$ cat src/rtl/seq_det_arb.sv
// Round-robin byte arbiter feeding a shared serial pattern detector, with per-channel hit counters.
// Optional macro SEQ_ARB_HOLD_EN: skip the detector flush when the same channel is granted again.
module seq_det_arb (
    input  logic        clk,
    input  logic        res,
    input  logic [3:0]  req_valid,
    input  logic [31:0] req_data,
    output logic [3:0]  req_ready,
    output logic        det_d_in,
    output logic        det_valid,
    output logic        det_res,
    input  logic        det_hit,
    output logic        done_vld,
    output logic [1:0]  done_ch,
    output logic [3:0]  done_hits,
    input  logic [1:0]  cnt_sel,
    output logic [7:0]  cnt_out,
    input  logic        cnt_clr
);

    typedef enum logic [1:0] {
        IDLE,
        FLUSH,
        SHIFT,
        DRAIN
    } state_t;

    state_t      state_q, state_d;
    logic [1:0]  last_q, last_d;
    logic [1:0]  owner_q, owner_d;
    logic        owner_vld_q, owner_vld_d;
    logic [7:0]  shreg_q, shreg_d;
    logic [2:0]  bit_q, bit_d;
    logic [3:0]  hits_q, hits_d;
    logic        done_vld_q, done_vld_d;
    logic [1:0]  done_ch_q, done_ch_d;
    logic [3:0]  done_hits_q, done_hits_d;
    logic [7:0]  cnt_q [4];
    logic [7:0]  cnt_d [4];

    logic        grant_any;
    logic [1:0]  grant_ch;
    logic [1:0]  cand;
    logic        flush_need;
    logic        hit_count;

    // Round-robin search starting one past the last granted channel.
    always_comb begin
        grant_any = 1'b0;
        grant_ch  = last_q + 2'd1;
        cand      = '0;
        for (int unsigned i = 1; i <= 4; i++) begin
            cand = last_q + i[1:0];
            if (!grant_any && req_valid[cand]) begin
                grant_any = 1'b1;
                grant_ch  = cand;
            end
        end
    end

`ifdef SEQ_ARB_HOLD_EN
    assign flush_need = !(owner_vld_q && (owner_q == grant_ch));
`else
    assign flush_need = 1'b1;
`endif

    always_comb begin
        state_d     = state_q;
        last_d      = last_q;
        owner_d     = owner_q;
        owner_vld_d = owner_vld_q;
        shreg_d     = shreg_q;
        bit_d       = bit_q;
        hits_d      = hits_q;
        done_vld_d  = 1'b0;
        done_ch_d   = done_ch_q;
        done_hits_d = done_hits_q;
        req_ready   = '0;
        det_valid   = 1'b0;
        det_d_in    = 1'b0;
        hit_count   = 1'b0;

        case (state_q)
            IDLE: begin
                if (grant_any) begin
                    req_ready   = 4'b0001 << grant_ch;
                    shreg_d     = req_data[{grant_ch, 3'b000} +: 8];
                    owner_d     = grant_ch;
                    owner_vld_d = 1'b1;
                    last_d      = grant_ch;
                    hits_d      = '0;
                    bit_d       = '0;
                    state_d     = flush_need ? FLUSH : SHIFT;
                end
            end
            FLUSH: begin
                state_d = SHIFT;
            end
            SHIFT: begin
                det_valid = 1'b1;
                det_d_in  = shreg_q[7];
                shreg_d   = {shreg_q[6:0], 1'b0};
                bit_d     = bit_q + 3'd1;
                // The detector's registered hit lags its bit by one cycle, so SHIFT cycle 1 hits belong to the previous context.
                hit_count = det_hit && (bit_q != 3'd0);
                if (bit_q == 3'd7) begin
                    state_d = DRAIN;
                end
            end
            DRAIN: begin
                hit_count   = det_hit;
                done_vld_d  = 1'b1;
                done_ch_d   = owner_q;
                done_hits_d = hits_q + {3'b000, det_hit};
                state_d     = IDLE;
            end
            default: begin
                state_d = IDLE;
            end
        endcase

        if (hit_count) begin
            hits_d = hits_q + 4'd1;
        end

        if (res) begin
            req_ready = '0;
            det_valid = 1'b0;
            det_d_in  = 1'b0;
            hit_count = 1'b0;
        end
    end

    // Clear is applied last so it overrides a coincident increment.
    always_comb begin
        for (int unsigned i = 0; i < 4; i++) begin
            cnt_d[i] = cnt_q[i];
            if (hit_count && (owner_q == i[1:0]) && (cnt_q[i] != 8'hFF)) begin
                cnt_d[i] = cnt_q[i] + 8'd1;
            end
            if (cnt_clr && (cnt_sel == i[1:0])) begin
                cnt_d[i] = '0;
            end
        end
    end

    always_ff @(posedge clk) begin
        if (res) begin
            state_q     <= IDLE;
            last_q      <= 2'd3;
            owner_q     <= '0;
            owner_vld_q <= 1'b0;
            shreg_q     <= '0;
            bit_q       <= '0;
            hits_q      <= '0;
            done_vld_q  <= 1'b0;
            done_ch_q   <= '0;
            done_hits_q <= '0;
            for (int unsigned i = 0; i < 4; i++) begin
                cnt_q[i] <= '0;
            end
        end else begin
            state_q     <= state_d;
            last_q      <= last_d;
            owner_q     <= owner_d;
            owner_vld_q <= owner_vld_d;
            shreg_q     <= shreg_d;
            bit_q       <= bit_d;
            hits_q      <= hits_d;
            done_vld_q  <= done_vld_d;
            done_ch_q   <= done_ch_d;
            done_hits_q <= done_hits_d;
            for (int unsigned i = 0; i < 4; i++) begin
                cnt_q[i] <= cnt_d[i];
            end
        end
    end

    assign det_res   = res | (state_q == FLUSH);
    assign done_vld  = done_vld_q & ~res;
    assign done_ch   = done_vld ? done_ch_q : '0;
    assign done_hits = done_vld ? done_hits_q : '0;
    assign cnt_out   = cnt_q[cnt_sel];

endmodule

$ cat config.mk
export PLATFORM = sky130hd
export DESIGN_NAME = seq_det_arb
export DESIGN_NICKNAME = d
export VERILOG_FILES = /design/src/rtl/seq_det_arb.sv
export SDC_FILE = /design/constraint.sdc
export NUM_CORES = 1
export LEC_CHECK = 0
export CAP_MARGIN = 20
export CORE_UTILIZATION = 50
export DETAILED_ROUTE_END_ITERATION = 6
export PLACE_DENSITY = 0.76
export SLEW_MARGIN = 40
export SYNTH_ARGS = -nofsm -noshare
export SYNTH_HDL_FRONTEND = slang
export SYNTH_SLANG_ARGS = --single-unit
$ cat constraint.sdc
create_clock -name clk -period 3.1 [get_ports clk]
set_input_delay 0.465 -clock clk [delete_from_list [all_inputs] [get_ports clk]]
set_output_delay 0.465 -clock clk [all_outputs]
set_load 0.02 [all_outputs]
# After elaboration in Yosys (flattened, before gate mapping)
# Memory sizes are Yosys's and may differ from the RTL's.
# Index checks and enable logic that the tools add are counted.
# totals
ff_bits	28
input_bits	42
mem_bits_rw	32
memories	1
word_cells	131
output_inout_bits	22
# classes
bitwise	7
muxes	52
addsub	10
n_lt_le_gt_ge	4
eq_ne	16
shifts	2
n_reduce_logical	30
# memory_table
memory	depth	word_bits	rd	rd_ports_with_merged_regs	wr	line_no	text
cnt_q	4	8	5	0	4	38	logic [7:0] cnt_q [4];
# ops
operator	n
$mux W8	13
$add A8 B1 Y8 const B	4
$ne A8 B8 Y1 const B	4
$shiftx A32 B6 Y8	1
$mux W4	7
$mux W1	17
$logic_and A1 B1 Y1	16
$pmux W8 S2	1
$eq A2 B2 Y1 const B	6
$lt A2 B3 Y1 const B	4
$mux W2	6
$bmux W1 S2	4
$pmux W2 S4	1
$reduce_and A2 Y1	4
$eq A2 B1 Y1 const B	3
$logic_not A2 Y1	3
$pmux W3 S2	1
$reduce_bool A2 Y1	3
$or A1 B1 Y1	5
$add A2 B2 Y2 const B	2
$add A4 B1 Y4	1
$add A4 B1 Y4 const B	1
$ne A2 B2 Y1 const B	2
$shl A1 B2 Y4 const A	1
other kinds (9)	11

# Logic depth before layout (Yosys ltp)
# Gate-level depths: netlist of the first run.
# depth
depth_word	17
mapped_depth	8
mapped_depth_nobuf	7

# Worst setup path after synthesis of the first run
# OpenSTA, ideal clock, no wires.
# synth_timing
path_type	input to output
start	input req_valid[3]
end	output req_ready[0]
arrival_ns	1.820
stages	5
setup_slack_ns	0.815
cell_sequence	o21ba_2 -> o22ai_1 -> a21oi_1 -> buf_2 -> nor3b_1
# synth_via
elab_chain_cells	16
# synth_rtl
element	line_no	text
from (decl)	6	input logic [3:0] req_valid,
$bmux W1 S2	54	if (!grant_any && req_valid[cand]) begin
$mux W1 (implied by the code)	54	
$mux W1	54	
$logic_not A1 Y1	54	
$logic_and A1 B1 Y1	54	
$mux W1	54	
$logic_not A1 Y1	54	
$logic_and A1 B1 Y1	54	
$mux W1	54	
$logic_not A1 Y1	54	
$logic_and A1 B1 Y1	54	
$mux W2	54	
$shl A1 B2 Y4	86	req_ready = 4'b0001 << grant_ch;
$mux W4 *	85	if (grant_any) begin
$mux W4 *	83	case (state_q)
$mux W4 *	126	if (res) begin
to (decl)	8	output logic [3:0] req_ready,
# Every way passes the cells marked *; elsewhere a longest branch is shown, timed or not. The select of a mux whose other input is x is not followed.

# Worst setup path in the final report of the first run
# layout_timing
start	input req_valid[1]
end	output req_ready[3]
# Same word-level chain as after synthesis.

==> results of run 1 <==
-- final cells by class --
type	count	area [um^2]
Clock buffer	10	138
Timing Repair Buffer	81	771
Multi-Input combinational cell	363	2530
Tap cell	99	124
Fill cell	606	2500
Clock inverter	6	86.3
Inverter	15	56.3
Sequential cell	60	1200
-- kinds of logic after synthesis --
| kind of cell | after synthesis | synth area share [%] |
|---|---|---|
| AOI/OAI and AO/OA | 156 | 27.9 |
| xor gates and xnor gates | 3 | 0.675 |
| adders and majority gates | 15 | 4.82 |
| buffers and inverters | 41 | 4.37 |
| DFF | 60 | 30.8 |
| muxes | 14 | 6.17 |
| and+or+nand+nor | 175 | 25.2 |
-- sequential cells by signal, summed over array words and instances (netlist names) --
register     flops
cnt_q           32
done_hits_q      4
state_q          2
done_vld_q       1
shreg_q          8
owner_q          2
bit_q            3
hits_q           4
done_ch_q        2
last_q           2
-- timing repair --
action	in CTS	in global routing
endpoints found under the hold margin	0	0
endpoints found under the setup margin	0	2
gates resized for setup	0	3
-- per-layer routing --
metal  share of wire, %  wire [um]  GRT usage, %
met3                6.3        674          4.55
met5                  0          0             0
met2                 46       4950          41.9
met1                 46       4940          36.8
met4                1.4        150          10.2
-- where the power goes --
group	internal (mW)	switching, mW
Sequential	0.869	0.0975
Clock	0.475	0.333
Combinational	0.471	0.683
Total	1.81	1.11
-- worst register-to-register path, cell delays in order (launching register included) --
cell	delay, ns
dfxtp_1	0.34
inv_1	0.11
ha_1	0.32
a21o_1	0.31
nand3_1	0.39
or4_1	0.62
a21oi_1	0.15
-- final timing paths --
| kind | startpoint | to | slack [ns] | cells past startpoint |
|---|---|---|---|---|
| worst max-delay path | req_valid[1] | req_ready[3] | 0.10 | 7 |
| worst min-delay path | bit_q[0] | bit_q[0] | 0.48 | 2 |
| worst max register to register | state_q[0] | cnt_q[2][4] | 0.79 | 6 |
| worst min register to register | bit_q[0] | bit_q[0] | 0.48 | 2 |
-- Yosys cell counts (2+ instances only) --
library cell	number	area [um^2]
or2_2	3	18.8
a41o_1	3	30.0
a21oi_1	40	200
dfxtp_1	60	1200
o41ai_1	5	43.8
nor4_1	2	12.5
o31ai_1	17	128
nand2_1	21	78.8
mux4_2	8	180
buf_2	7	35.0
o22ai_1	2	12.5
o211ai_1	8	60.1
ha_1	15	188
nor2b_1	7	43.8
a21o_1	3	22.5
a2111o_1	7	78.8
a211oi_1	8	60.1
nand3b_1	2	15.0
a31oi_1	8	50.1
o2111ai_1	7	61.3
buf_4	2	15.0
or3_1	6	37.5
clkbuf_1	15	56.3
nor3_1	12	60.1
nor2_1	28	105
xnor2_1	2	17.5
o21ai_1	5	25.0
a32oi_1	2	17.5
and4_1	8	70.1
and2_1	10	62.6
o21ai_0	20	100
inv_1	14	52.6
buf_1	2	7.51
o31a_1	8	70.1
or4_1	11	82.6
nand2b_1	15	93.8
o311ai_0	3	26.3
and3_1	14	87.6
nand4_1	14	87.6
nor3b_1	2	15.0
nand3_1	17	85.1
mux2i_1	6	60.1
==> reports/metrics.cfg, run 1 <==
[route]
vias=3982
drc=0
antenna_left=0
viasPerCell=6.28
wl_um=10700
drtIter0Drc=272
firstDrtPassIters=4
post_drt_wl_per_cell_um=16.9

[setup_path]
worstPathMaxFanout=8
critPathKind=input pin to primary output
path_cells=clkdlybuf4s50_1 > nor2b_1 > o21a_2 > nor3_1 > buf_4 > nor3_1 > clkdlybuf4s50_1
cp.required_ns=2.63
cp_slowest_cell=clkdlybuf4s50_1
slowest_delay_ns=0.63
arrival_ns=2.53
startpoint_type=input pin
critPathBufInv=3
cp-end-kind=primary output
cpLargestDelayFamily=buffers and inverters

[global_route]
grt_max_degree=27
grtUsageTotal_pct=26.7
grt_pass1_vias=3562
grt_first_pass_wirelength_um=17700
overflow=0
antenna_found_initial=0

[clock_tree]
cts.sinks=60
root_buffer=clkbuf_8
clk_path_buf_depth=2
path_clk_slew_ns=0.07
numCtsBuffers=9
clock_latency_ns=0.34
cts_tree=built
post-cts-setup-buffer-count=0
holdBufCountCts=0
htree_levels=3

[sta]
fin_crit_sh_pct=96.7
slew-limit-headroom_pct=54.4
finalSetupTns_ns=0
final_max_slew_viol_count=0
hold_slack_ns=0.478
grt_setup_unrepaired=no
worst_pin_slew_ns=0.684
layout_setup_ws_ns=0.102
hold_viol_final=0
final.min_clock_period_ns=3.00
finalSetupViolCount=0
clock.fmax_mhz=334
fin_worst_skew_ns=0.00917

[yosys]
ys.warnings.count=0
yosysSeqAreaShare_pct=30.8
ys_ff_latch=60
syn_area_um2=3890
synth_ff_type=dfxtp_1
synth_edf_count=0
synth_cells=464
async_reset_ff_share_pct=0
syn_area_per_cell_um2=8.39
syn_nets=521
synth.distinct_cells=57

[pwr]
leakagePower_nw=1.79
vdd_drop_max_mv=0.385
p_total_mw=2.93
power_density_nw_per_um2=597

[finish]
diodes=0
fin_area_um2=4900
fin_cells=634
final_cell_mix=61 x clkdlybuf4s50_1, 60 x dfxtp_1, 39 x a21oi_1, 28 x nor2_1, 21 x nand2_1
fin_util_pct=66.2
nNetsFinal=587
final_common_cell=clkdlybuf4s50_1
area_growth_pct=25.9
layout-drive-gt1-share_pct=10.1

[placement]
place_congestion=0.865
dpl_worst_slack_ns=0.0291
portBuffers=63
hpwl_um=7760
place_inst=618
place_area_um2=4670

[floorplanning]
ios=64
die_w_um=90.3
row_count=31
start_util_pct=52.6
die_h_um=90.3
dieArea_um2=8150
core_um2=7410

[worst_hold_path]
min_path_type=flip-flop to flip-flop

[flow_run]
maxCapViolCount=0

[run_status]
status=complete, no violations

(Power assumes the default switching activity.)
==> run 2, diff against run 1 <==
Settings changed: CORE_MARGIN set to 4, HOLD_SLACK_MARGIN set to 0.02.
==> run 2 against run 1 <==
Sequential cell count stayed put. Critical path depth stayed put. First-iteration DRC count is 40% lower. Clock power is 3.8% lower. Routed wire length is 0.86% lower. Die area is 14% higher. Hold slack worse by 0.0045 ns. Critical path type unchanged. Highest routed layer unchanged.
==> reports/metrics.cfg, run 2 (synthesized netlist as in run 1, its figures left out) <==
[floorplanning]
core_um2=7410
start_util_pct=52.6
die_h_um=96.3
die_w_um=96.3
dieArea_um2=9270
ios=64
row_count=31

[sta]
finalSetupTns_ns=0
worst_pin_slew_ns=0.639
grt_setup_unrepaired=no
fin_crit_sh_pct=96.1
finalSetupViolCount=0
layout_setup_ws_ns=0.122
final.min_clock_period_ns=2.98
fin_worst_skew_ns=0.00735
final_max_slew_viol_count=0
clock.fmax_mhz=336
slew-limit-headroom_pct=57.1
hold_viol_final=0

[global_route]
antenna_found_initial=0
overflow=0
grt_pass1_vias=3616
grt_max_degree=24
grt_first_pass_wirelength_um=17300
grtUsageTotal_pct=23.8

[finish]
diodes=0
fin_util_pct=66.5
n_fill_cell=633
largestRegisters=cnt_q x32, shreg_q x8
layout-drive-gt1-share_pct=10.6
largest_reg_flops=32
area_growth_pct=26.4
max_flop_register=cnt_q
final_cell_mix=61 x clkdlybuf4s50_1, 60 x dfxtp_1, 39 x a21oi_1, 28 x nor2_1
fin_area_um2=4920
nNetsFinal=590
final_common_cell=clkdlybuf4s50_1

[clock_tree]
numCtsBuffers=9
root_buffer=clkbuf_8
holdBufCountCts=0
cts_tree=built
clk_path_buf_depth=2
path_clk_slew_ns=0.07
htree_levels=3
cts.sinks=60
clock_latency_ns=0.35

[route]
vias=3951
wl_um=10600
post_drt_wl_per_cell_um=16.7
drtIter0Drc=163
antenna_left=0
firstDrtPassIters=6
drc=0
viasPerCell=6.20

[pwr]
p_total_mw=2.90
vdd_drop_max_mv=0.330
power_density_nw_per_um2=589
leakagePower_nw=1.80

[placement]
portBuffers=63
place_area_um2=4690
place_congestion=0.899
hpwl_um=8070
dpl_worst_slack_ns=-0.0788

[setup_path]
slowest_delay_ns=0.63
r2r_setup_slack_ns=0.86
cp-end-kind=primary output
startpoint_type=input pin
path_cells=clkdlybuf4s50_1 > o21ba_2 > o22ai_1 > a21oi_2 > buf_4 > nor3_1 > clkdlybuf4s50_1
arrival_ns=2.51
cp_slowest_cell=clkdlybuf4s50_1
worst_path_most_repeated_cell=clkdlybuf4s50_1
cp.required_ns=2.63
worstPathMaxFanout=8
critPathKind=input pin to primary output

[worst_hold_path]
min_path_type=flip-flop to flip-flop

[run_status]
status=complete, no violations

[flow_run]
maxCapViolCount=0

## run 2: worst paths after layout
path	startpoint	end	cells after the start
min	shreg_q[0]	shreg_q[0]	2
min reg2reg	shreg_q[0]	shreg_q[0]	2
max	req_valid[1]	req_ready[3]	7
max reg2reg	state_q[0]	cnt_q[0][4]	6
## run 2: area by class of cell
class                      count  area (um^2)  share of cell area, %
sequential                    60         1200                   24.4
timing repair buffer          84          793                   16.1
multi-input combinational    363         2530                   51.4
clock buffer                  10          128                   2.59
tap                           99          124                   2.52
inverter                      15         56.3                   1.14
clock inverter                 6         88.8                   1.80
## run 2: per-stage QoR
| stage | hold WS (ns) | instances |
|---|---|---|
| final | 0.474 | 637 |
| after global routing | 0.506 | 637 |
| after CTS | 0.476 | 637 |
| after detailed placement | 0.466 | 621 |
| after global placement | 0.458 | 621 |
| after floorplan | 0.446 | 464 |
## run 2: power by group
part | switching, mW | total, mW | leakage, nW | internal [mW]
registers | 0.0910 | 0.960 | 0.487 | 0.869
clock network | 0.325 | 0.777 | 0.102 | 0.452
logic | 0.679 | 1.16 | 1.21 | 0.483
## run 2: worst max-delay path: cells and delay by family
| family | cells | cell delay [ns] |
|---|---|---|
| AND/OR/NAND/NOR | 1 | 0.17 |
| AO/OA/AOI/OAI | 3 | 0.55 |
| buffers and inverters | 3 | 1.34 |
## run 2: routing by layer
metal / track usage, % / vias to the layer above / share of wire, %
met5: 0 / - / 0
met2: 38.6 / 108 / 46
met3: 5.24 / 17 / 6.2
li1: - / 1949 / -
met4: 7.35 / 0 / 1.6
met1: 31.4 / 1877 / 46
## run 2: what timing repair did
item,in CTS,in global routing
pin swaps,0,0
setup buffers,0,0
setup endpoints to repair,2,3
gates cloned,0,0
resized for setup,1,3
==> run 3, diff against run 2 <==
Settings changed: CTS_CLUSTER_DIAMETER set to 50.
Clock period 3.1 ns to 3.05 ns, I/O delays scaled along.
==> run 3 against run 2 <==
Via count increased by 0.18%. Total power fell by 1.2%. Critical path depth unchanged. Clock-buffer cell count rose by 2. Largest cell class unchanged. Non-clock buffer count is 3 lower. Design area down 1.0%. Utilization decreased by 0.68 points.
==> reports/metrics.cfg, run 3 (synthesized netlist as in run 1, its figures left out) <==
[setup_path]
startpoint_type=input pin
critPathKind=input pin to primary output
arrival_ns=2.46
worstPathMaxFanout=6
cpLargestDelayFamily=buffers and inverters
slowest_delay_ns=0.63
critPathBufInv=3
path_cells=clkdlybuf4s50_1 > nor2b_1 > o21a_2 > nor3_1 > buf_4 > nor3_1 > clkdlybuf4s50_1
cp-end-kind=primary output
cp_slowest_cell=clkdlybuf4s50_1
cp.required_ns=2.59

[floorplanning]
row_count=31
core_um2=7410
start_util_pct=52.6
dieArea_um2=9270
ios=64
die_h_um=96.3
die_w_um=96.3

[clock_tree]
root_buffer=clkbuf_8
cts_tree=built
htree_levels=3
clock_latency_ns=0.34
cts.sinks=60
post-cts-setup-buffer-count=0
path_clk_slew_ns=0.06
clk_path_buf_depth=2
numCtsBuffers=9

[worst_hold_path]
min_path_type=flip-flop to flip-flop

[finish]
max_flop_register=cnt_q
final_cell_mix=60 x dfxtp_1, 60 x clkdlybuf4s50_1, 39 x a21oi_1, 28 x nor2_1, 21 x nand2_1
area_growth_pct=25.2
diodes=0
largestRegisters=cnt_q x32, shreg_q x8
nNetsFinal=587
largest_reg_flops=32
layout-drive-gt1-share_pct=9.76

[route]
antenna_left=0
firstDrtPassIters=5
wl_um=10600
vias=3958
viasPerCell=6.26
post_drt_wl_per_cell_um=16.8
drtIter0Drc=203
drc=0

[global_route]
overflow=0
grt_max_degree=24
grt_pass1_vias=3612
antenna_found_initial=0
grtUsageTotal_pct=23.7
grt_first_pass_wirelength_um=17300

[sta]
clock.fmax_mhz=343
grt_setup_unrepaired=no
worst_pin_slew_ns=0.613
finalSetupTns_ns=0
slew-limit-headroom_pct=58.9
hold_viol_final=0
final.min_clock_period_ns=2.92
fin_worst_skew_ns=0.00740
finalSetupViolCount=0
fin_crit_sh_pct=95.7
final_max_slew_viol_count=0
hold_slack_ns=0.485

[flow_run]
maxCapViolCount=0

[placement]
portBuffers=63
hpwl_um=7880
place_congestion=0.901

[run_status]
status=complete, no violations

[pwr]
power_density_nw_per_um2=588
leakagePower_nw=1.80
vdd_drop_max_mv=0.302
p_total_mw=2.86

-- run 3: metal layers --
layer  up-vias  global-route usage, %  wire, um  part of all wire (%)
met5         -                      0         0                     0
met4         0                   7.23       165                   1.6
met3        17                   4.61       809                   7.6
met2       137                   38.4      4950                    47
met1      1859                   31.9      4690                    44
li1       1945                      -         -                     -
-- run 3: per-stage QoR --
stage	utilization, %	cells	area [um^2]	setup slack (ns)
after floorplan	-	464	3890	0.780
after global placement	63.0	618	4670	0.0772
after detailed placement	63.0	618	4670	0.0362
after CTS	65.6	632	4860	0.0326
after global routing	65.8	632	4870	0.0258
final	65.8	632	4870	0.132
-- run 3: worst register-to-register path, cell delays in order, from the launching register on --
cell and delay (ns):
dfxtp_1 0.34, inv_1 0.11, ha_1 0.31, a21o_1 0.31
nand4_1 0.44, or4_1 0.64, a21oi_1 0.15
-- run 3: power by group --
| part | leakage (nW) | total, mW | internal (mW) | switching (mW) |
|---|---|---|---|---|
| Clock | 0.0983 | 0.710 | 0.412 | 0.298 |
| Combinational | 1.21 | 1.17 | 0.479 | 0.694 |
| Sequential | 0.487 | 0.981 | 0.884 | 0.0972 |
-- run 3: final cells by class --
| type | count | area (um^2) |
|---|---|---|
| clock buffer | 12 | 155 |
| clock inverter | 2 | 35.0 |
| fill | 640 | 2530 |
| inverter | 15 | 56.3 |
| multi-input combinational | 363 | 2530 |
| sequential | 60 | 1200 |
| tap | 99 | 124 |
| timing repair buffer | 81 | 773 |
-- run 3: path summary, 6_finish.rpt --
kind         slack [ns]  cells after the start         start      endpoint
min reg2reg        0.48                      2    shreg_q[0]    shreg_q[0]
min                0.48                      2    shreg_q[0]    shreg_q[0]
max                0.13                      7  req_valid[3]  req_ready[3]
max reg2reg        0.67                      6    state_q[0]   cnt_q[1][4]
-- run 3: what timing repair did --
item	in CTS	in global routing
resized for setup	0	5
setup endpoints to repair	0	4
hold buffers	0	0
